===== src/rtl/ccu_snoop_collect_pkg.sv =====
// Shared types for the snoop fan-out/fan-in stage: CRRESP field layout and
// AC/CR field widths.
package ccu_snoop_collect_pkg;

  localparam int unsigned CRRESP_W = 5;
  localparam int unsigned SNOOP_W  = 4;
  localparam int unsigned PROT_W   = 3;

  // Field order matches the CRRESP bus: bit 4 down to bit 0
  typedef struct packed {
    logic was_unique;
    logic is_shared;
    logic pass_dirty;
    logic error;
    logic data_transfer;
  } crresp_t;

  function automatic crresp_t crresp_merge(input crresp_t a, input crresp_t b);
    return crresp_t'(a | b);
  endfunction

endpackage


===== src/rtl/ccu_snoop_collect_lzc.sv =====
// Lowest-index set-bit finder used to pick the master whose CD is forwarded.
module ccu_snoop_collect_lzc #(
  parameter int unsigned WIDTH = 4,
  parameter int unsigned IDX_W = (WIDTH > 1) ? $clog2(WIDTH) : 1
) (
  input  logic [WIDTH-1:0] in_i,
  output logic [IDX_W-1:0] cnt_o,
  output logic             empty_o
);

  // Scan from the top so the last hit, the lowest index, wins
  always_comb begin
    cnt_o = '0;
    for (int i = WIDTH - 1; i >= 0; i--) begin
      if (in_i[i]) begin
        cnt_o = IDX_W'(i);
      end
    end
  end

  assign empty_o = ~|in_i;

endmodule


===== src/rtl/ccu_snoop_collect.sv =====
// Snoop fan-out/fan-in: broadcasts one AC to the masked masters, merges their
// CRs into a single response, forwards CD from one master and drains the rest.
module ccu_snoop_collect
  import ccu_snoop_collect_pkg::*;
#(
  parameter int unsigned NUM_MST    = 4,
  parameter int unsigned ADDR_WIDTH = 64,
  parameter int unsigned DATA_WIDTH = 64
) (
  input  logic                          clk_i,
  input  logic                          rst_i,
  input  logic                          ac_valid_i,
  output logic                          ac_ready_o,
  input  logic [ADDR_WIDTH-1:0]         ac_addr_i,
  input  logic [SNOOP_W-1:0]            ac_snoop_i,
  input  logic [PROT_W-1:0]             ac_prot_i,
  input  logic [NUM_MST-1:0]            domain_mask_i,
  output logic                          cr_valid_o,
  input  logic                          cr_ready_i,
  output logic [CRRESP_W-1:0]           cr_resp_o,
  output logic                          cd_valid_o,
  input  logic                          cd_ready_i,
  output logic [DATA_WIDTH-1:0]         cd_data_o,
  output logic                          cd_last_o,
  output logic [NUM_MST-1:0]            snp_ac_valid_o,
  input  logic [NUM_MST-1:0]            snp_ac_ready_i,
  output logic [ADDR_WIDTH-1:0]         snp_ac_addr_o,
  output logic [SNOOP_W-1:0]            snp_ac_snoop_o,
  output logic [PROT_W-1:0]             snp_ac_prot_o,
  input  logic [NUM_MST-1:0]            snp_cr_valid_i,
  output logic [NUM_MST-1:0]            snp_cr_ready_o,
  input  logic [CRRESP_W*NUM_MST-1:0]   snp_cr_resp_i,
  input  logic [NUM_MST-1:0]            snp_cd_valid_i,
  output logic [NUM_MST-1:0]            snp_cd_ready_o,
  input  logic [DATA_WIDTH*NUM_MST-1:0] snp_cd_data_i,
  input  logic [NUM_MST-1:0]            snp_cd_last_i
);

  localparam int unsigned SEL_W = (NUM_MST > 1) ? $clog2(NUM_MST) : 1;

  typedef enum logic [1:0] {S_IDLE, S_AC, S_RESP, S_CD} state_e;

  state_e                r_state;
  state_e                w_state_next;
  logic [ADDR_WIDTH-1:0] r_addr;
  logic [SNOOP_W-1:0]    r_snoop;
  logic [PROT_W-1:0]     r_prot;
  logic [NUM_MST-1:0]    r_mask;
  logic [NUM_MST-1:0]    r_ac_done;
  logic [NUM_MST-1:0]    r_cr_done;
  logic [NUM_MST-1:0]    r_dt;
  logic [NUM_MST-1:0]    r_cd_done;
  crresp_t               r_resp;

  logic [NUM_MST-1:0]    w_ac_hs;
  logic [NUM_MST-1:0]    w_cr_hs;
  logic [NUM_MST-1:0]    w_cr_dt;
  logic [NUM_MST-1:0]    w_cd_hs;
  logic [NUM_MST-1:0]    w_cd_last_hs;
  crresp_t               w_cr_resp [NUM_MST];
  logic [DATA_WIDTH-1:0] w_cd_data [NUM_MST];
  crresp_t               w_cr_merge;
  logic [SEL_W-1:0]      w_sel;
  logic                  w_dt_empty;
  logic                  w_ac_hs_up;
  logic                  w_cr_hs_up;
  logic                  w_in_ac;
  logic                  w_in_cd;

  assign w_in_ac = (r_state == S_AC);
  assign w_in_cd = (r_state == S_CD);

  ccu_snoop_collect_lzc #(
    .WIDTH (NUM_MST),
    .IDX_W (SEL_W)
  ) u_sel_lzc (
    .in_i    (r_dt),
    .cnt_o   (w_sel),
    .empty_o (w_dt_empty)
  );

  for (genvar gi = 0; gi < NUM_MST; gi++) begin : g_mst
    assign w_cd_data[gi] = snp_cd_data_i[gi*DATA_WIDTH +: DATA_WIDTH];
    assign w_cr_resp[gi] = crresp_t'(snp_cr_resp_i[gi*CRRESP_W +: CRRESP_W]);

    assign snp_ac_valid_o[gi] = w_in_ac & r_mask[gi] & ~r_ac_done[gi];
    assign w_ac_hs[gi]        = snp_ac_valid_o[gi] & snp_ac_ready_i[gi];

    // A master's CR is only taken once its AC handshake is on record
    assign snp_cr_ready_o[gi] = w_in_ac & r_mask[gi] & r_ac_done[gi] & ~r_cr_done[gi];
    assign w_cr_hs[gi]        = snp_cr_ready_o[gi] & snp_cr_valid_i[gi];
    assign w_cr_dt[gi]        = w_cr_hs[gi] & w_cr_resp[gi].data_transfer;

    // Selected master follows upstream backpressure; others drain freely
    assign snp_cd_ready_o[gi] = w_in_cd & r_dt[gi] & ~r_cd_done[gi] &
                                ((w_sel == SEL_W'(gi)) ? cd_ready_i : 1'b1);
    assign w_cd_hs[gi]        = snp_cd_valid_i[gi] & snp_cd_ready_o[gi];
    assign w_cd_last_hs[gi]   = w_cd_hs[gi] & snp_cd_last_i[gi];
  end

  always_comb begin
    w_cr_merge = r_resp;
    for (int i = 0; i < NUM_MST; i++) begin
      if (w_cr_hs[i]) begin
        w_cr_merge = crresp_merge(w_cr_merge, w_cr_resp[i]);
      end
    end
  end

  assign ac_ready_o = (r_state == S_IDLE);
  assign w_ac_hs_up = ac_valid_i & ac_ready_o;

  assign cr_valid_o = (r_state == S_RESP);
  assign cr_resp_o  = r_resp;
  assign w_cr_hs_up = cr_valid_o & cr_ready_i;

  assign cd_valid_o = w_in_cd & ~r_cd_done[w_sel] & snp_cd_valid_i[w_sel];
  assign cd_data_o  = w_cd_data[w_sel];
  assign cd_last_o  = snp_cd_last_i[w_sel];

  assign snp_ac_addr_o  = r_addr;
  assign snp_ac_snoop_o = r_snoop;
  assign snp_ac_prot_o  = r_prot;

  always_comb begin
    w_state_next = r_state;
    case (r_state)
      S_IDLE: begin
        if (w_ac_hs_up) begin
          w_state_next = (|domain_mask_i) ? S_AC : S_RESP;
        end
      end
      S_AC: begin
        if ((r_cr_done | w_cr_hs) == r_mask) begin
          w_state_next = S_RESP;
        end
      end
      S_RESP: begin
        if (w_cr_hs_up) begin
          w_state_next = w_dt_empty ? S_IDLE : S_CD;
        end
      end
      S_CD: begin
        if ((r_cd_done | w_cd_last_hs) == r_dt) begin
          w_state_next = S_IDLE;
        end
      end
      default: w_state_next = S_IDLE;
    endcase
  end

  always_ff @(posedge clk_i) begin
    if (rst_i) begin
      r_state <= S_IDLE;
    end else begin
      r_state <= w_state_next;
    end
  end

  always_ff @(posedge clk_i) begin
    if (rst_i) begin
      r_addr    <= '0;
      r_snoop   <= '0;
      r_prot    <= '0;
      r_mask    <= '0;
      r_ac_done <= '0;
      r_cr_done <= '0;
      r_dt      <= '0;
      r_cd_done <= '0;
      r_resp    <= '0;
    end else begin
      case (r_state)
        S_IDLE: begin
          if (w_ac_hs_up) begin
            r_addr    <= ac_addr_i;
            r_snoop   <= ac_snoop_i;
            r_prot    <= ac_prot_i;
            r_mask    <= domain_mask_i;
            r_ac_done <= '0;
            r_cr_done <= '0;
            r_dt      <= '0;
            r_cd_done <= '0;
            r_resp    <= '0;
          end
        end
        S_AC: begin
          r_ac_done <= r_ac_done | w_ac_hs;
          r_cr_done <= r_cr_done | w_cr_hs;
          r_dt      <= r_dt | w_cr_dt;
          r_resp    <= w_cr_merge;
        end
        S_CD: begin
          r_cd_done <= r_cd_done | w_cd_last_hs;
        end
        default: ;
      endcase
    end
  end

endmodule


===== config.mk =====
export PLATFORM = sky130hd
export DESIGN_NAME = ccu_snoop_collect
export DESIGN_NICKNAME = d
export VERILOG_FILES = /design/src/rtl/ccu_snoop_collect_pkg.sv /design/src/rtl/ccu_snoop_collect_lzc.sv /design/src/rtl/ccu_snoop_collect.sv
export SDC_FILE = /design/constraint.sdc
export NUM_CORES = 1
export LEC_CHECK = 0
export CAP_MARGIN = 10
export CELL_PAD_IN_SITES_DETAIL_PLACEMENT = 0
export CELL_PAD_IN_SITES_GLOBAL_PLACEMENT = 1
export CORE_AREA = 2 2 205 207
export CTS_BUF_LIST = sky130_fd_sc_hd__clkbuf_4 sky130_fd_sc_hd__clkbuf_8 sky130_fd_sc_hd__clkbuf_16
export CTS_CLUSTER_SIZE = 10
export DETAILED_ROUTE_END_ITERATION = 8
export DIE_AREA = 0 0 207 209
export PLACE_DENSITY_LB_ADDON = 0.05
export SLEW_MARGIN = 15
export SYNTH_ARGS = -nofsm -noshare
export SYNTH_HDL_FRONTEND = slang
export SYNTH_HIERARCHICAL = 1
export SYNTH_SLANG_ARGS = --single-unit

===== constraint.sdc =====
create_clock -name clk_i -period 5.2 [get_ports clk_i]
set_input_delay 1.3 -clock clk_i [delete_from_list [all_inputs] [get_ports clk_i]]
set_output_delay 1.3 -clock clk_i [all_outputs]
set_load 0.005 [all_outputs]

==> metrics.yaml, run 1 <==
regToRegStartpoint: "r_dt[3]"
design.portCount: 528
yosys_most_used_dff: "dfxtp_1"
drt_via_density: 4.029
routed-via-count: 6575
pre_antenna_drt_iters: 4
tns_ps: 0
start_util_pct: 13.46
timing.final.ws_setup_ps: 871.8
startpoint_type_of_the_worst_setup_path: "flip-flop"
seq_power_share_pct: 35.7
synth_seq_area_share_pct: 35.30
routabilityCongestion: 0.8607
pwr-share-comb_pct: 38.0
yosys_warnings: 6
wire_per_inst_um: 22.85
globalRoute.totalOverflow: 0
area_delta_synth_final_pct: 110.9
clkSlewWorstSetupHoldPaths_ps: 70
irDropWorstVdd_mv: 0.1412
chipWidth_um: 207
floorplan.die.height_um: 209
track_usage_pct: 16.75
grt_max_degree: 74
synthTopCellsByArea: "dfxtp_1 35%, mux4_2 26%, nand2_1 11%, a21oi_1 7.8%, buf_2 1.7%"
synth_top_area_share_pct: 35.30
end_kind: "output pin"
critical_path_cell_list: "nand2b_1, a21oi_4, buf_4, mux4_2, clkdlybuf4s50_1"
fp.coreArea_um2: 41290
slew_at_the_pin_closest_to_its_max_slew_limit_ps: 848.0
wire_length_of_the_first_global_routing_pass_um: 52450
syn_area_per_cell_um2: 9.599
crit_fanout: 14
min_delay_path_depth: 2
postSynthCellCount: 579
largest_stage_delay_on_the_critical_path_ps: 660
finalClockSkew_ps: 6.297
clock_tree.root_cell: "clkbuf_16"
first_global_vias: 6813
timing.critical_path.arrival_ps: 3030
ctsResizeCount: 0
syn-num-nets: 951
number_of_i_o_port_buffers: 527
cpMaxStageDelayCell: "a21oi_4"
worst_ep_required_time_ps: 3900
outcome: "complete, no violations"
report.final.hold_viol_count: 0
power.total_mw: 2.526
static-leakage-power_nw: 3.919
r2r.worst_path.cells: 8
rsz_0062_raised_after_global_routing: "no"
setup-violations-final: 0
fin_crit_ps: 4328
yosysTopAreaCell: "dfxtp_1"
tritoncts.num_buffers: 9
clock_tree_from_tritoncts: "yes"
hp-class: "flip-flop to flip-flop"
synth-seq-cells: 98
postRouteAntennaNets: 0
detailed_place_hpwl_um: 30540
die_area_um2: 43260
slew_limit_fails: 0
layout.cells.most_common_list: "526 x clkdlybuf4s50_1, 163 x nand2_1, 98 x dfxtp_1"
timing.hold.worst.start: "snp_ac_addr_o[38]"
cts_hold_buf: 0
synth.cell_area_um2: 5558
pwr_density_cell_nw_per_um2: 215.5
synth-edff-count: 0
nets: 1449
clockPowerShare_pct: 26.3
crit_start: "r_dt[3]"
clkLatencyLatePin_ps: 350
synthDistinctLibCells: 49
antenna_found_initial: 12
htreeDepth: 3
drt_wl_total_um: 37290
postCtsSetupBuffers: 0
numClockSinks: 98
p_sw_share_pct: 30.24
cts_max_path_buffers: 2
row_count: 75
p_sw_mw: 0.7638
place_ws_ps: 913.9
hold_slack_final_ps: 454.5
internal_power_mw: 1.762
finalCritPeriodShare_pct: 83.23
drc_errors: 0
maxCapViolations: 0
clock.fmax_mhz: 231.0
ys_async_sr_fraction_pct: 0
dr.first_iter.drc_count: 313
worst-setup-path-type: "flip-flop to output pin"
most_common_cell_after_layout_fill_and_taps_aside: "clkdlybuf4s50_1"
share_of_final_layout_standard_cells_stronger_than_drive_strength_1_pct: 10.82
worst_slew_margin_rel_pct: 43.47
per-stage QoR:
step | cells | area [um^2] | util, %
after floorplan | 579 | 5558 | -
after global placement | 1605 | 11410 | 27.63
after detailed placement | 1605 | 11410 | 27.63
after CTS | 1620 | 11690 | 28.31
after global routing | 1629 | 11710 | 28.37
final | 1632 | 11720 | 28.38
path summary, 6_finish.rpt:
check	to	slack (ps)
max reg2reg	r_state[0]	2750
max	cd_data_o[30]	870
min reg2reg	snp_ac_addr_o[38]	450
min	snp_ac_addr_o[38]	450
layout make-up:
type,instances,area [um^2]
inverter,11,41.29
fill,4393,29570
sequential,98,1962
antenna,12,30.03
timing repair buffer,539,5413
multi-input combinational,418,3319
tap,539,674.4
clock inverter,2,12.51
clock buffer,13,267.8
power by group through the flow:
stage | Clock [mW] | Sequential [mW] | Combinational (mW)
detailed placement | 0 | 0.923 | 0.985
global route | 0.732 | 0.920 | 1.05
finish | 0.664 | 0.903 | 0.959
floorplan | 0 | 0.911 | 0.352
CTS | 0.708 | 0.907 | 0.990
global placement | 0 | 0.920 | 0.988
per-layer routing:
layer  global-route usage, %  part of all wire (%)  wire, um  up-vias
met4                   5.567                   2.2       813        4
met5                       0                 0.075        28        -
met1                   18.33                    38     14190     3155
li1                        -                     -         -     3110
met2                   30.03                    52     19360      273
met3                   5.921                   7.8      2901       33
worst max-delay path: cells and delay by family, from the launching register on:
family	cells	cell delay (ps)
buf+inv	2	820
compound gates	1	660
mux	1	560
flops	1	480
simple gates	1	140
registers in the layout, summed over array words and instances, names as in the netlist:
register / cells
r_state: 2
snp_ac_addr_o: 64
r_mask: 4
snp_ac_snoop_o: 4
r_dt: 4
r_ac_done: 4
r_cr_done: 4
cr_resp_o: 5
r_cd_done: 4
snp_ac_prot_o: 3
synth_stat cells, types with 2 or more instances:
| library cell | instances |
|---|---|
| o22ai_1 | 2 |
| nand2_1 | 164 |
| nor2b_1 | 6 |
| nand2b_1 | 3 |
| buf_2 | 19 |
| a22oi_1 | 8 |
| and3_1 | 3 |
| and2_1 | 4 |
| clkbuf_1 | 23 |
| nor3_2 | 2 |
| buf_1 | 4 |
| buf_6 | 5 |
| o21ai_0 | 2 |
| nor3b_2 | 3 |
| o311a_1 | 2 |
| a32oi_1 | 5 |
| mux4_2 | 65 |
| mux2i_1 | 2 |
| dfxtp_1 | 98 |
| a31oi_1 | 6 |
| nand4b_1 | 3 |
| nand2_4 | 2 |
| inv_1 | 10 |
| nand3_2 | 2 |
| nand3_1 | 3 |
| nor2_1 | 12 |
| a21oi_1 | 87 |
| o21a_1 | 4 |
| a211oi_1 | 4 |
| nor3_1 | 3 |
| a311oi_2 | 2 |
| nand4_1 | 4 |
logic make-up after synthesis:
kind of cell	share of synthesized area (%)
and+or+nand+nor	17.90
AOI/OAI and AO/OA	14.48
DFF	35.30
muxes	26.90
buffers and inverters	5.425
Note: power is estimated with default switching activity, not from simulation.
==> run 2, diff against run 1 <==
Settings changed: CORE_AREA 2 2 205 207 to 2 2 203 205, DIE_AREA 0 0 207 209 to 0 0 205 207.
Clock period 5.2 ns to 4 ns, I/O delays scaled along.
==> metrics.yaml, run 2 (same netlist as run 1, synthesis figures left out) <==
outcome: "complete, no violations"
internal_power_mw: 2.270  # +29%
worst-setup-path-type: "input port to output pin"
clockPowerShare_pct: 25.3  # -1.0 points
min_delay_path_depth: 2  # unchanged
tritoncts.num_buffers: 9  # unchanged
num-fill-cells: 4366  # -0.61%
row_count: 74  # -1.3%
hold_slack_final_ps: 452.2  # -2.295 ps
design.portCount: 528  # unchanged
grt_max_degree: 60  # -19%
dpl_cell_area_um2: 11400  # about the same
ctsResizeCount: 0  # unchanged
cts_hold_buf: 0  # unchanged
largest_register_ffs: 64  # unchanged
globalRoute.totalOverflow: 0  # unchanged
pwr_density_cell_nw_per_um2: 278.3  # +29%
rr_endpoint: "r_state[1]"
crit_fanout: 3  # -11
worst_ep_required_time_ps: 3000  # -900 ps
timing.critical_path.arrival_ps: 2720  # -310 ps
seq_power_share_pct: 36.0  # +0.3 points
pre_antenna_drt_iters: 4  # unchanged
nets: 1449  # unchanged
chipWidth_um: 205  # -0.97%
setup-violations-final: 0  # unchanged
share_of_final_layout_standard_cells_stronger_than_drive_strength_1_pct: 10.58  # -0.25 points
tns_ps: 0  # unchanged
antenna_found_initial: 21  # +9
rsz_0062_raised_after_global_routing: "no"
report.final.hold_viol_count: 0  # unchanged
hp-class: "flip-flop to flip-flop"
area_delta_synth_final_pct: 110.4
clkSlewWorstSetupHoldPaths_ps: 70  # about the same
maxCapViolations: 0  # unchanged
most_common_cell_after_layout_fill_and_taps_aside: "clkdlybuf4s50_1"
wire_length_of_the_first_global_routing_pass_um: 51870  # -1.1%
p_sw_mw: 0.9832  # +29%
pwr-share-comb_pct: 38.7  # +0.7 points
finalClockSkew_ps: 5.442  # -0.8543 ps
startpoint_type_of_the_worst_setup_path: "input port"
p_sw_share_pct: 30.22  # about the same
drt_via_density: 4.041  # +0.29%
numPlacedInstances: 1598  # -0.44%
worst_slew_margin_rel_pct: 47.11  # +3.6 points
postCtsSetupBuffers: 0  # unchanged
start_util_pct: 13.77  # +0.31 points
clock_tree.root_cell: "clkbuf_16"
numClockSinks: 98  # unchanged
htreeDepth: 3  # unchanged
end_kind: "output pin"
irDropWorstVdd_mv: 0.2000  # +42%
die_area_um2: 42440  # -1.9%
layout.cells.most_common_list: "526 x clkdlybuf4s50_1, 163 x nand2_1, 98 x dfxtp_1"
track_usage_pct: 17.15  # +0.40 points
finish.instance_area_um2: 11690  # -0.25%
postRouteAntennaNets: 0  # unchanged
clkLatencyLatePin_ps: 350  # about the same
cts_max_path_buffers: 2  # unchanged
detailed_place_hpwl_um: 31200  # +2.2%
reg2reg_setup_slack_ps: 1730  # -1020 ps
first_global_vias: 6829  # +0.23%
slew_at_the_pin_closest_to_its_max_slew_limit_ps: 793.3  # -54.69 ps
fin_crit_ps: 3720
wire_per_inst_um: 23.21  # +1.6%
drc_errors: 0  # unchanged
finalCritPeriodShare_pct: 93.00
timing.hold.worst.start: "snp_ac_addr_o[37]"
fp.coreArea_um2: 40370  # -2.2%
regToRegStartpoint: "r_dt[2]"
routed-via-count: 6566  # -0.14%
dr.first_iter.drc_count: 234  # -25%
r2r.worst_path.cells: 9  # +1
floorplan.die.height_um: 207  # -0.96%
number_of_i_o_port_buffers: 527  # unchanged
clock.fmax_mhz: 268.8
slew_limit_fails: 0  # unchanged
min_delay_worst_endpoint: "snp_ac_addr_o[37]"
clock_tree_from_tritoncts: "yes"
static-leakage-power_nw: 3.908  # -0.27%
routabilityCongestion: 0.8451  # -1.8%
drt_wl_total_um: 37710  # +1.1%
layout.cells.non_filler: 1625  # -0.43%
## run 2: cell types whose count changed in the layout (fill, tap and decap cells not counted)
cell and change:
clkbuf_8 -1, and2_2 -1, clkbuf_4 -1, diode_2 +3, and2_4 +1, clkinvlp_4 -1
## run 2: cell type report
type                    count  area (um^2)  area share, %
diodes                     15        37.54         0.3211
clock buffers              11        246.5          2.108
clock inverters             1        5.005        0.04281
inverters                  11        41.29         0.3532
multi-input cells         418         3321          28.40
flip-flops and latches     98         1962          16.78
well taps                 532        665.6          5.693
repair buffers            539         5413          46.30
## run 2: worst max-delay path: stages
cell	delay, ps
clkdlybuf4s50_1	520
inv_1	100
and3_1	180
nor4b_2	340
clkdlybuf4s50_1	570
## run 2: worst max-delay path by stage
stage,cells past startpoint,start,slack [ps],end
after floorplan,5,r_dt[2],1310,cd_data_o[10]
after CTS,5,r_dt[3],220,cd_data_o[52]
after global placement,5,cd_ready_i,250,snp_cd_ready_o[1]
after detailed placement,5,cd_ready_i,260,snp_cd_ready_o[1]
after global routing,5,r_dt[3],140,cd_data_o[52]
final,5,cd_ready_i,280,snp_cd_ready_o[1]
## run 2: through the flow
stage	total power [mW]	util, %	setup slack (ps)
floorplan	1.642	-	1313
global placement	2.493	28.25	247.3
detailed placement	2.490	28.25	259.8
CTS	3.344	28.87	222.7
global route	3.471	28.95	139.5
finish	3.254	28.96	280.0
## run 2: power groups by stage
| stage | clock network (mW) | registers [mW] | logic [mW] |
|---|---|---|---|
| 2_1_floorplan | 0 | 1.18 | 0.457 |
| 3_3_place_gp | 0 | 1.19 | 1.30 |
| 3_5_place_dp | 0 | 1.20 | 1.29 |
| 4_1_cts | 0.871 | 1.18 | 1.30 |
| 5_1_grt | 0.905 | 1.19 | 1.37 |
| 6_report | 0.823 | 1.17 | 1.26 |
## run 2: layer usage
layer  track usage [%]  vias to the layer above  wire length, um
li1                  -                     3124                -
met1             18.61                     3131            14030
met2             30.14                      266            19580
met3             6.545                       33             3455
met4             6.202                       12              565
met5                 0                        -               78
